==> config.mk <==
export PLATFORM = sky130hd
export DESIGN_NAME = alu_sequencer_flat
export DESIGN_NICKNAME = d
export VERILOG_FILES = /design/src/rtl/alu_pkg.sv /design/src/rtl/alu_sequencer_if.sv /design/src/rtl/alu_sequencer_alu.sv /design/src/rtl/alu_sequencer.sv /design/src/flat_wrapper.sv
export SDC_FILE = /design/constraint.sdc
export NUM_CORES = 1
export LEC_CHECK = 0
export ABC_AREA = 0
export CAP_MARGIN = 40
export CORE_MARGIN = 2
export CORE_UTILIZATION = 50
export CTS_CLUSTER_SIZE = 10
export DETAILED_ROUTE_END_ITERATION = 6
export PLACE_DENSITY = 0.78
export SLEW_MARGIN = 20
export SYNTH_ARGS = -nofsm -noshare
export SYNTH_HDL_FRONTEND = slang
export SYNTH_SLANG_ARGS = --single-unit
==> constraint.sdc <==
create_clock -name clk -period 15.91 [get_ports clk]
set_clock_uncertainty 0.2 [all_clocks]
set_input_delay 2.3865 -clock clk [delete_from_list [all_inputs] [get_ports clk]]
set_output_delay 2.3865 -clock clk [all_outputs]
set_load 0.005 [all_outputs]
==> src/rtl/alu_pkg.sv <==
// Shared encodings and widths for the ALU front-end controller.
package alu_pkg;

    localparam int unsigned OPW  = 4;
    localparam int unsigned RESW = 8;

    typedef enum logic [1:0] {
        S_A    = 2'b00,
        S_B    = 2'b01,
        S_EXEC = 2'b10,
        S_SHOW = 2'b11
    } state_t;

    localparam logic [1:0] CMD_ADD = 2'b00;
    localparam logic [1:0] CMD_SUB = 2'b01;
    localparam logic [1:0] CMD_MUL = 2'b10;
    localparam logic [1:0] CMD_DIV = 2'b11;

endpackage

==> src/rtl/alu_sequencer_if.sv <==
// Operand entry and result bus between the switch/button front panel and the sequencer.
interface alu_sequencer_if;
    import alu_pkg::*;

    logic [OPW-1:0]  data_in;
    logic [1:0]      cmd_in;
    logic            enter;
    logic [RESW-1:0] result;
    logic            result_valid;
    logic            div_zero;
    logic [1:0]      state;

    modport master (
        output data_in, cmd_in, enter,
        input  result, result_valid, div_zero, state
    );

    modport slave (
        input  data_in, cmd_in, enter,
        output result, result_valid, div_zero, state
    );

endinterface

==> src/rtl/alu_sequencer_alu.sv <==
// MyALU: combinational 4-bit ALU with 8-bit zero-extended result.
module MyALU
    import alu_pkg::*;
(
    input  logic [OPW-1:0]  a,
    input  logic [OPW-1:0]  b,
    input  logic [1:0]      cmd,
    output logic [RESW-1:0] y
);

    logic [RESW-1:0] ae;
    logic [RESW-1:0] be;

    assign ae = RESW'(a);
    assign be = RESW'(b);

    always_comb begin
        y = '0;
        unique case (cmd)
            CMD_ADD: y = ae + be;
            CMD_SUB: y = ae - be;
            CMD_MUL: y = ae * be;
            // Guarded so the divider never yields X even before the top-level override.
            CMD_DIV: y = (b == '0) ? '0 : ae / be;
            default: y = '0;
        endcase
    end

endmodule

==> src/rtl/alu_sequencer.sv <==
// Operand/command entry sequencer around MyALU: edge-detected enter, registered result,
// valid and divide-by-zero flags, optional automatic timeout back to operand-A entry.
module alu_sequencer
    import alu_pkg::*;
#(
    parameter int unsigned HOLD_CYCLES = 0
) (
    input  logic            clk,
    input  logic            rst,
    alu_sequencer_if.slave  bus
);

    localparam int unsigned CW = (HOLD_CYCLES > 0) ? $clog2(HOLD_CYCLES + 1) : 1;
    localparam logic [CW-1:0] HOLD_LAST = CW'((HOLD_CYCLES > 0) ? HOLD_CYCLES - 1 : 0);

    state_t          state_q, state_d;
    logic [OPW-1:0]  a_q, a_d;
    logic [OPW-1:0]  b_q, b_d;
    logic [1:0]      cmd_q, cmd_d;
    logic [RESW-1:0] result_q, result_d;
    logic            valid_q, valid_d;
    logic            dz_q, dz_d;
    logic [CW-1:0]   cnt_q, cnt_d;
    logic            enter_q;

    logic            ev;
    logic            exec_dz;
    logic [RESW-1:0] alu_y;

    assign ev      = bus.enter & ~enter_q;
    assign exec_dz = (cmd_q == CMD_DIV) && (b_q == '0);

    MyALU u_alu (
        .a   (a_q),
        .b   (b_q),
        .cmd (cmd_q),
        .y   (alu_y)
    );

    always_comb begin
        state_d  = state_q;
        a_d      = a_q;
        b_d      = b_q;
        cmd_d    = cmd_q;
        result_d = result_q;
        valid_d  = valid_q;
        dz_d     = dz_q;
        cnt_d    = cnt_q;

        unique case (state_q)
            S_A: begin
                if (ev) begin
                    a_d     = bus.data_in;
                    cnt_d   = '0;
                    state_d = S_B;
                end
            end
            S_B: begin
                if (ev) begin
                    b_d     = bus.data_in;
                    cmd_d   = bus.cmd_in;
                    cnt_d   = '0;
                    state_d = S_EXEC;
                end
            end
            S_EXEC: begin
                // Presses here are dropped; enter_q still tracks so no stale edge survives.
                result_d = exec_dz ? '0 : alu_y;
                dz_d     = exec_dz;
                valid_d  = 1'b1;
                cnt_d    = '0;
                state_d  = S_SHOW;
            end
            S_SHOW: begin
                if (ev) begin
                    a_d     = bus.data_in;
                    valid_d = 1'b0;
                    dz_d    = 1'b0;
                    cnt_d   = '0;
                    state_d = S_B;
                end else if (HOLD_CYCLES > 0 && cnt_q == HOLD_LAST) begin
                    valid_d = 1'b0;
                    dz_d    = 1'b0;
                    state_d = S_A;
                end else begin
                    cnt_d = cnt_q + CW'(1);
                end
            end
            default: state_d = S_A;
        endcase
    end

    always_ff @(posedge clk) begin
        if (rst) begin
            state_q  <= S_A;
            a_q      <= '0;
            b_q      <= '0;
            cmd_q    <= '0;
            result_q <= '0;
            valid_q  <= 1'b0;
            dz_q     <= 1'b0;
            cnt_q    <= '0;
            enter_q  <= 1'b0;
        end else begin
            state_q  <= state_d;
            a_q      <= a_d;
            b_q      <= b_d;
            cmd_q    <= cmd_d;
            result_q <= result_d;
            valid_q  <= valid_d;
            dz_q     <= dz_d;
            cnt_q    <= cnt_d;
            enter_q  <= bus.enter;
        end
    end

    assign bus.result       = result_q;
    assign bus.result_valid = valid_q;
    assign bus.div_zero     = dz_q;
    assign bus.state        = state_q;

endmodule

==> src/flat_wrapper.sv <==
// flat-port wrapper written by rule: the top's interface ports become plain ports
module alu_sequencer_flat import alu_pkg::*;
#(
    parameter int unsigned HOLD_CYCLES = 0
)
  (clk, rst, bus_data_in, bus_cmd_in, bus_enter, bus_result, bus_result_valid, bus_div_zero, bus_state);
  alu_sequencer_if bus_i ();
  input  logic clk;
  input  logic rst;
  input wire logic [$bits(bus_i.data_in)-1:0] bus_data_in;
  input wire logic [$bits(bus_i.cmd_in)-1:0] bus_cmd_in;
  input wire logic [$bits(bus_i.enter)-1:0] bus_enter;
  output wire logic [$bits(bus_i.result)-1:0] bus_result;
  output wire logic [$bits(bus_i.result_valid)-1:0] bus_result_valid;
  output wire logic [$bits(bus_i.div_zero)-1:0] bus_div_zero;
  output wire logic [$bits(bus_i.state)-1:0] bus_state;
  assign bus_i.data_in = bus_data_in;
  assign bus_i.cmd_in = bus_cmd_in;
  assign bus_i.enter = bus_enter;
  assign bus_result = bus_i.result;
  assign bus_result_valid = bus_i.result_valid;
  assign bus_div_zero = bus_i.div_zero;
  assign bus_state = bus_i.state;
  alu_sequencer #(.HOLD_CYCLES(HOLD_CYCLES)) u_core (.clk(clk), .rst(rst), .bus(bus_i));
endmodule
* After elaboration in Yosys (flattened, before gate mapping)
Cells that the tools add are included.
** Cells by class
- Add/subtract/negate cells :: 2
- $mul :: 1
- Div/mod/pow operators :: 1
- Eq/ne operators :: 9
- Mux-type cells :: 9
- Bitwise gates (word level) :: 2
- Reductions and logical operators :: 10
** Operators by type and width (number)
- $pmux W8 S4 :: 1
- $mux W8 :: 2
- $div A4 B4 Y8 :: 1
- $eq A2 B2 Y1 const B :: 4
- $mul A4 B4 Y8 :: 1
- $reduce_and A2 Y1 :: 4
- $ne A2 B1 Y1 const B :: 3
- $pmux W2 S3 :: 1
- $add A4 B4 Y5 :: 1
- $sub A4 B4 Y5 :: 1
- $eq A2 B1 Y1 const B :: 2
- $logic_not A2 Y1 :: 2
- $logic_not A4 Y1 :: 1
- $mux W2 :: 2
- $pmux W1 S2 :: 2
- $reduce_bool A2 Y1 :: 1
- $reduce_or A2 Y1 :: 1
- $and A1 B1 Y1 :: 1
- $logic_and A1 B1 Y1 :: 1
- $mux W1 :: 1
- $not A1 Y1 :: 1
** Storage, ports and cells
- Register bits :: 23
- Bits of input ports :: 9
- Output and inout bits :: 12
- Logic and storage cells :: 42

* Logic depth before layout (Yosys ltp)
Gate-level depths: netlist of the first run.
- Depth after elaboration :: 4
- Mapped depth :: 46
- Depth with buffers taken out :: 46

* Hierarchy
From an unflattened synthesis of the first run, not the netlist that was laid out.
** Unflattened totals
- Cells, all modules :: 378
- Area, all modules :: 3065.4 µm²
** By module, submodules not included
- MyALU :: instances 1, cells each 282, area an instance 2119.5 µm², sequential area each 0.0 µm²
- alu_sequencer :: instances 1, cells each 96, area an instance 945.9 µm², sequential area each 460.4 µm²

* Least setup slack after synthesis of the first run
OpenSTA, ideal clock, no wires.
- Path kind :: register to register
- From :: register u_core.b_q[0]
- To :: register u_core.result_q[0], in the netlist u_core.bus.result[0]
- Arrival time :: 7.931 ns
- Slack :: 7.661 ns
- Cell stages (with the launch flop) :: 39
- Period minus slack after synthesis :: 8.249 ns
- Cell sequence :: dfxtp_1 inv_1 ha_1 o21a_1 a21boi_1 nor3_1 ha_1 o211ai_1 a21bo_1 and2b_1 mux2_4 ha_1 o2111ai_1 nand3_2 nor4_4 a21oi_2 mux2_2 ha_1 [... 3 more ...] a21oi_1 a211oi_2 mux2i_1 ha_1 o21a_1 o21ai_0 nand2b_1 a21oi_1 nand2_1 a31oi_4 mux2i_1 ha_1 o21ai_0 nand2b_1 a21o_1 a21oi_1 o21ai_0 a32o_1
** On the way
- Longest elaborated chain between the ends :: 4
** RTL lines
- start, declared :: RTL line alu_sequencer.sv:18 : logic [OPW-1:0] b_q, b_d;
- start signal, assigned :: RTL line alu_sequencer.sv:97 : b_q <= '0;
- start signal, assigned :: RTL line alu_sequencer.sv:107 : b_q <= b_d;
- $div A4 B4 Y8 / $logic_not A4 Y1 (equally long branches) :: RTL line alu_sequencer_alu.sv:24, alu_sequencer.sv:31
- $mux W8 :: RTL line alu_sequencer_alu.sv:24 : CMD_DIV: y = (b == '0) ? '0 : ae / be;
- $pmux W8 S4 :: RTL line alu_sequencer_alu.sv:19 : unique case (cmd)
- $mux W8 * :: RTL line alu_sequencer.sv:68 : result_d = exec_dz ? '0 : alu_y;
- end signal, assigned :: RTL line alu_sequencer.sv:109 : result_q <= result_d;
- end, declared :: RTL line alu_sequencer.sv:20 : logic [RESW-1:0] result_q, result_d;
Mark *: on every way between the ends. The rest lies on a longest branch, timed or not.
A chain may end at the register's enable or synchronous reset.

* Final worst setup path of the first run
Ends and elaborated chain as after synthesis.

==> flow_metrics.tcl, run 1 <==
set metrics [dict create \
    ios 21 \
    numCtsBuffers 3 \
    rrSetupSlack_ns 6.43 \
    worst_hold_path_type "register to register" \
    clock_latency_ns 0.26 \
    first_pass_iters 4 \
    rsz0062_at_grt "false" \
    synth_flop_cell "dfxtp_1" \
    report.final.slew_viol_count 0 \
    drcViolationCount 0 \
    diodes 0 \
    cts_tree "done" \
    synth.distinct_cells 71 \
    ys_seq_area_share_pct 15.1 \
    cts_root_buf "clkbuf_8" \
    dieArea_um2 6740 \
    core_um2 5920 \
    clock_sinks 23 \
    worst_pin_slew_ns 0.819 \
    cts_resized 0 \
    synth_top_cells_by_count "52 x ha_1, 40 x a21oi_1, 40 x nand2_1" \
    critPathKind "register to register" \
    synthAdderAreaFrac_pct 25.3 \
    syn_avg_cell_area_um2 7.88 \
    postRouteAntennaNets 0 \
    cp_top_family "compound AO/OA/AOI/OAI gates" \
    post-cts-setup-buffers 0 \
    finalSetupTns_ns 0 \
    synth-simple-area-share_pct 22.1 \
    slew_headroom_pct 45.1 \
    stdcell_count 481 \
    synth.mux.area_fraction_pct 3.41 \
    cap_violations 0 \
    yosys_warnings 0 \
    placed_cell_area_um2 3310 \
    hpwl_um 5810 \
    nets 474 \
    fin_crit_sh_pct 59.6 \
    path_clk_slew_ns 0.08 \
    synth_edf_count 0 \
    num_rows 28 \
    grt_max_degree 25 \
    drtIter0Drc 139 \
    status "finished clean" \
    async_flop_share_pct 0 \
    cts_buffer_depth 2 \
    final_cell_area_um2 3370 \
    drive_above_1_share_pct 6.90 \
    synth_top_area_share_pct 21.3 \
    cp_max_fo 9 \
    area_growth_pct 10.6 \
    grt.total_usage_pct 22.0 \
    antenna_found_initial 0 \
    synth_seq_cells 23 \
    ctsHoldBuffers 0 \
    cp_slowest_cell "a211oi_1" \
    die_h_um 82.1 \
    synth_most_common_cell "ha_1" \
    synth.area.top_cells "ha_1 21%, dfxtp_1 15%, a21oi_1 6.6%" \
    wl_per_cell_um 14.9 \
    fin_crit_ns 9.48 \
    die_w_um 82.1 \
    gp_congestion 0.932 \
    critical_path.endpoint_type "register" \
    setup_viol 0 \
    viasPerCell 5.92 \
    required_ns 15.87 \
    grt_pass1_vias 2684 \
    syn_inst 387 \
    synth_compound_area_share_pct 24.5 \
    cp.arrival_ns 9.44 \
    grt_pass1_wl_um 11800 \
    cp_common_cell "ha_1" \
    worst-path-buf-inv 1 \
    max_freq_ghz 0.105 \
    synth_top_cell_by_area "ha_1" \
    gr-total-overflow 0 \
    initial_core_util_pct 51.5 \
    wl_um 7170 \
    vias 2847 \
    hold_viol_final 0 \
    synth_top_family_by_area "adder cells" \
    slowest_delay_ns 0.69 \
    synthXorXnorAreaFrac_pct 4.02 \
    port_buffers 20 \
    dp_cells 476 \
    cts_max_level 1 \
    start_kind "register" \
    syn_area_um2 3050 \
]
[state kept, by name, indices dropped and copies added (netlist names)]
signal,flops
u_core.a_q,4
u_core.b_q,4
u_core.bus.div_zero,1
u_core.bus.result,8
u_core.bus.result_valid,1
u_core.bus.state,2
u_core.cmd_q,2
u_core.enter_q,1
[area by class of cell]
class,count,area (µm²)
clock buffer,3,41.3
clock inverter,1,5.00
fill,552,2550
inverter,33,124
multi-input combinational,325,2430
sequential,23,460
tap,75,93.8
timing repair buffer,21,215
[cells in the final DEF (no fill, tap or decap), drive strengths merged, types with 2 or more instances in the layout]
cell / count
conb: 4
nand3b: 2
o21a: 7
a211oi: 5
clkdlybuf4s50: 20
fa: 6
a21oi: 41
a22oi: 2
nor3: 12
ha: 52
or3: 2
clkinv: 2
a31oi: 3
inv: 32
o22ai: 2
mux2i: 4
nor2: 29
o211ai: 5
o21ai: 16
nor4: 7
a32o: 2
or2: 2
nand3: 16
nor2b: 6
dfxtp: 23
a21o: 9
xor2: 6
mux2: 5
xnor2: 8
nand2b: 6
and3: 2
a211o: 2
clkbuf: 3
nand2: 40
[worst min-delay path: cells and delay by family, from the launching register on]
kind / cells / cell delay (ns)
simple gates: 1 / 0.06
compound gates: 1 / 0.05
flops: 1 / 0.32
[final timing paths]
check | depth (start not counted) | startpoint | to
setup / recovery | 38 | u_core.b_q[0] | u_core.bus.result[0]
hold / removal | 2 | u_core.bus.result[4] | u_core.bus.result[4]
setup reg to reg | 38 | u_core.b_q[0] | u_core.bus.result[0]
hold reg to reg | 2 | u_core.bus.result[4] | u_core.bus.result[4]
[routing by layer]
metal / GRT usage (%) / vias to the layer above / part of all wire, %
met4: 5.50 / 0 / 1.7
met2: 41.1 / 55 / 51
li1: - / 1434 / -
met5: 0 / - / 0
met3: 2.17 / 12 / 2.8
met1: 26.9 / 1346 / 44
[cell families (layout without fill, tap and decap cells)]
kind of cell               Yosys count  after routing
AOI/OAI and AO/OA                  109            109
xor gates and xnor gates            14             14
adders and majority gates           58             58
buffers and inverters               42             58
DFF                                 23             23
muxes                                9              9
other                                1              4
and+or+nand+nor                    131            131
[per-stage QoR]
stage | setup slack [ns] | hold slack, ns | util, %
2_1_floorplan | 7.66 | 0.257 | -
3_3_place_gp | 6.93 | 0.254 | 55.9
3_5_place_dp | 6.58 | 0.260 | 55.9
4_1_cts | 6.54 | 0.273 | 56.7
5_1_grt | 5.70 | 0.299 | 57.0
6_report | 6.43 | 0.268 | 57.0
Power of run 1 is left out: the tool's default activity adds up to more than one toggle a clock period on the data nets, which glitch-free logic cannot reach.
==> run 2, diff against run 1 <==
--- a/config.mk
+++ b/config.mk
@@ -11,7 +11,7 @@
 export CORE_UTILIZATION = 50
 export CTS_CLUSTER_SIZE = 10
 export DETAILED_ROUTE_END_ITERATION = 6
-export PLACE_DENSITY = 0.78
+export PLACE_DENSITY = 0.81
 export SLEW_MARGIN = 20
 export SYNTH_ARGS = -nofsm -noshare
 export SYNTH_HDL_FRONTEND = slang
==> constraint.sdc (replaced) <==
create_clock -name clk -period 8.1 [get_ports clk]
set_clock_uncertainty 0.2 [all_clocks]
set_input_delay 1.215 -clock clk [delete_from_list [all_inputs] [get_ports clk]]
set_output_delay 1.215 -clock clk [all_outputs]
set_load 0.005 [all_outputs]
==> flow_metrics.tcl, run 2 (synthesis gave the netlist of run 1 again) <==
set metrics [dict create \
    grt_max_degree 25 \
    placed_cell_area_um2 3420 \
    required_ns 8.07 \
    postRouteAntennaNets 0 \
    final_cell_area_um2 3660 \
    vias 2978 \
    die_h_um 82.1 \
    cp.arrival_ns 7.77 \
    finalSetupTns_ns 0 \
    grt_pass1_vias 2754 \
    diodes 0 \
    area_growth_pct 20.0 \
    status "finished clean" \
    drcViolationCount 0 \
    numCtsBuffers 3 \
    slowest_delay_ns 0.34 \
    final_common_cell "ha_1" \
    first_pass_iters 4 \
    grt.total_usage_pct 22.7 \
    worst_hold_path_type "register to register" \
    cap_violations 0 \
    ios 21 \
    fin_crit_sh_pct 96.2 \
    num_rows 28 \
    report.final.slew_viol_count 0 \
    gr-total-overflow 0 \
    clock_sinks 23 \
    wl_per_cell_um 16.0 \
    wl_um 7990 \
    dieArea_um2 6740 \
    critPathKind "register to register" \
    setup_viol 0 \
    rrSetupSlack_ns 0.31 \
    die_w_um 82.1 \
    fin_crit_ns 7.79 \
    cts_max_level 1 \
    hpwl_um 6020 \
    cts_tree "done" \
    worst_pin_slew_ns 0.822 \
    whs_ns 0.268 \
    mostFrequentLayoutCells "47 x ha_1, 39 x nand2_1, 36 x a21oi_1" \
    post-route-util_pct 61.8 \
    drive_above_1_share_pct 16.7 \
    seq_area_um2 463 \
    antenna_found_initial 0 \
    port_buffers 20 \
    grt_pass1_wl_um 12100 \
    nets 493 \
    slew_headroom_pct 45.0 \
    largest_register_ffs 8 \
    cts_root_buf "clkbuf_8" \
    nFillCells 499 \
    cp_slowest_cell "ha_1" \
    clock_latency_ns 0.27 \
    gp_congestion 0.957 \
    cts_buffer_depth 2 \
    cp_max_fo 5 \
    critical_path.endpoint_type "register" \
    max_freq_ghz 0.128 \
    drtIter0Drc 156 \
    multi_input_area_um2 2580 \
    core_um2 5920 \
    initial_core_util_pct 51.5 \
    viasPerCell 5.96 \
    hold_viol_final 0 \
    start_kind "register" \
    path_clk_slew_ns 0.09 \
]
==> run 2: routing by layer <==
| layer | vias up | GRT usage (%) | share of wire [%] |
|---|---|---|---|
| met5 | - | 0 | 0 |
| met4 | 0 | 6.33 | 1.8 |
| met3 | 16 | 2.39 | 4.1 |
| li1 | 1471 | - | - |
| met1 | 1409 | 27.9 | 44 |
| met2 | 82 | 41.7 | 50 |
==> run 2: critical path, delay by kind of cell (launching register included) <==
| kind | cells | cell delay [ns] |
|---|---|---|
| AO/OA/AOI/OAI | 18 | 2.75 |
| adder cells (fa/ha/maj) | 6 | 1.61 |
| AND/OR/NAND/NOR | 9 | 1.60 |
| multiplexers | 4 | 1.15 |
| flip-flops | 1 | 0.33 |
| buffers and inverters | 1 | 0.07 |
==> run 2: what timing repair did <==
item | in CTS | in global routing
setup endpoints to repair | 1 | 1
hold buffers | 0 | 0
setup buffers | 2 | 5
pin swaps | 1 | 14
gates cloned | 0 | 0
endpoints found under the hold margin | 0 | 0
gates resized for setup | 2 | 27
==> run 2: layout make-up <==
cell class	instances	area share (%)
multi-input combinational	325	70.6
clock inverter	1	0.137
sequential	23	12.7
timing repair buffer	40	9.58
clock buffer	3	1.13
tap	75	2.56
inverter	33	3.39
==> run 2: through the flow <==
stage,std cells,worst slack [ns]
6_report,500,0.305
5_1_grt,500,-0.173
4_1_cts,495,0.0208
3_5_place_dp,489,-0.117
3_3_place_gp,489,0.262
2_1_floorplan,390,0.0638
==> run 2: final timing paths <==
path,from,end,cells past startpoint
setup / recovery,u_core.b_q[0],u_core.bus.result[0],38
hold / removal,u_core.bus.result[6],u_core.bus.result[6],2
setup reg to reg,u_core.b_q[0],u_core.bus.result[0],38
hold reg to reg,u_core.bus.result[6],u_core.bus.result[6],2
Power of run 2 is left out for the same reason.
==> run 3, diff against run 2 <==
--- a/config.mk
+++ b/config.mk
@@ -7,7 +7,6 @@
 export LEC_CHECK = 0
 export ABC_AREA = 0
 export CAP_MARGIN = 40
-export CORE_MARGIN = 2
 export CORE_UTILIZATION = 50
 export CTS_CLUSTER_SIZE = 10
 export DETAILED_ROUTE_END_ITERATION = 6
==> flow_metrics.tcl, run 3 (synthesis gave the netlist of run 1 again) <==
set metrics [dict create \
    status "finished clean" \
    die_h_um 80.1 \
    worst_hold_path_type "register to register" \
    cap_violations 0 \
    pre_cts_ws_ns -0.255 \
    ios 21 \
    cp.arrival_ns 7.90 \
    grt.total_usage_pct 23.7 \
    clock_latency_ns 0.27 \
    nFillCells 498 \
    gr-total-overflow 0 \
    worst_slack_ns 0.173 \
    mostFrequentLayoutCells "47 x ha_1, 40 x nand2_1, 36 x a21oi_1" \
    largest_register_ffs 8 \
    core_um2 5890 \
    ctsHoldBuffers 0 \
    first_pass_iters 4 \
    top_usage_layer "met2" \
    hold_viol_final 0 \
    drtIter0Drc 179 \
    cts_root_buf "clkbuf_8" \
    grt_max_degree 25 \
    final_common_cell "ha_1" \
    slowest_delay_ns 0.36 \
    wl_per_cell_um 15.6 \
    initial_core_util_pct 51.8 \
    cp_slowest_cell "nor4_4" \
    whs_ns 0.268 \
    diodes 0 \
    path_clk_slew_ns 0.09 \
    grt_pass1_vias 2710 \
    cts_buffer_depth 2 \
    cts_tree "done" \
    grt_pass1_wl_um 12100 \
    start_kind "register" \
    area_growth_pct 22.3 \
    hpwl_um 5780 \
    wl_um 7960 \
    gp_congestion 0.919 \
    numCtsBuffers 3 \
    post-route-util_pct 63.4 \
    critPathKind "register to register" \
    slew_headroom_pct 43.7 \
    drcViolationCount 0 \
    vias 2995 \
    use_met2_pct 43.2 \
    port_buffers 20 \
    report.final.slew_viol_count 0 \
    required_ns 8.07 \
    dieArea_um2 6410 \
    num_rows 28 \
    clock_sinks 23 \
    die_w_um 80.1 \
    fin_crit_ns 7.93 \
    postRouteAntennaNets 0 \
    worst_pin_slew_ns 0.842 \
    cp_max_fo 5 \
    drive_above_1_share_pct 17.9 \
    viasPerCell 5.86 \
    use_met3_pct 1.93 \
    cts_max_level 1 \
    setup_viol 0 \
    nets 504 \
    fin_crit_sh_pct 97.9 \
    antenna_found_initial 0 \
    use_met1_pct 30.0 \
    finalSetupTns_ns 0 \
    critical_path.endpoint_type "register" \
    max_freq_ghz 0.126 \
]
==> run 3: changes by cell type in the layout (fill, tap and decap cells not counted), sizes merged <==
cell	delta
buf	+11
==> run 3: worst paths after layout <==
kind | from | to | slack, ns | depth (start not counted)
max reg2reg | u_core.b_q[0] | u_core.bus.result[0] | 0.17 | 38
min | u_core.bus.result[4] | u_core.bus.result[4] | 0.27 | 2
max | u_core.b_q[0] | u_core.bus.result[0] | 0.17 | 38
min reg2reg | u_core.bus.result[4] | u_core.bus.result[4] | 0.27 | 2
==> run 3: what timing repair did <==
action	CTS	global route
pin swaps	1	14
buffers inserted	3	14
resized for setup	2	23
endpoints found under the setup margin	1	1
hold endpoints to repair	0	0
==> run 3: cell type report <==
cell class,instances,area [µm²],area share [%]
Clock buffer,3,41.3,1.11
Clock inverter,1,5.00,0.134
Inverter,33,124,3.32
Multi-Input combinational cell,325,2570,68.9
Sequential cell,23,462,12.4
Tap cell,75,93.8,2.52
Timing Repair Buffer,51,433,11.6
==> run 3: stage by stage <==
stage          area (µm²)  instances
2_1_floorplan        3070        390
3_5_place_dp         3430        490
3_3_place_gp         3430        490
5_1_grt              3730        511
4_1_cts              3500        497
6_report             3730        511
==> run 3: worst max-delay path, delay by kind of cell (launching register included) <==
kind	cells	cell delay (ns)
compound gates	18	2.77
fa+ha+maj	6	1.63
buf+inv	1	0.07
flops	1	0.33
mux	4	1.18
simple gates	9	1.62
==> run 3: metal layers <==
layer	up-vias	share of wire, %
met3	22	3.2
met1	1412	44
met5	-	0
met4	0	2.0
met2	75	50
li1	1486	-
Power of run 3 is left out for the same reason.
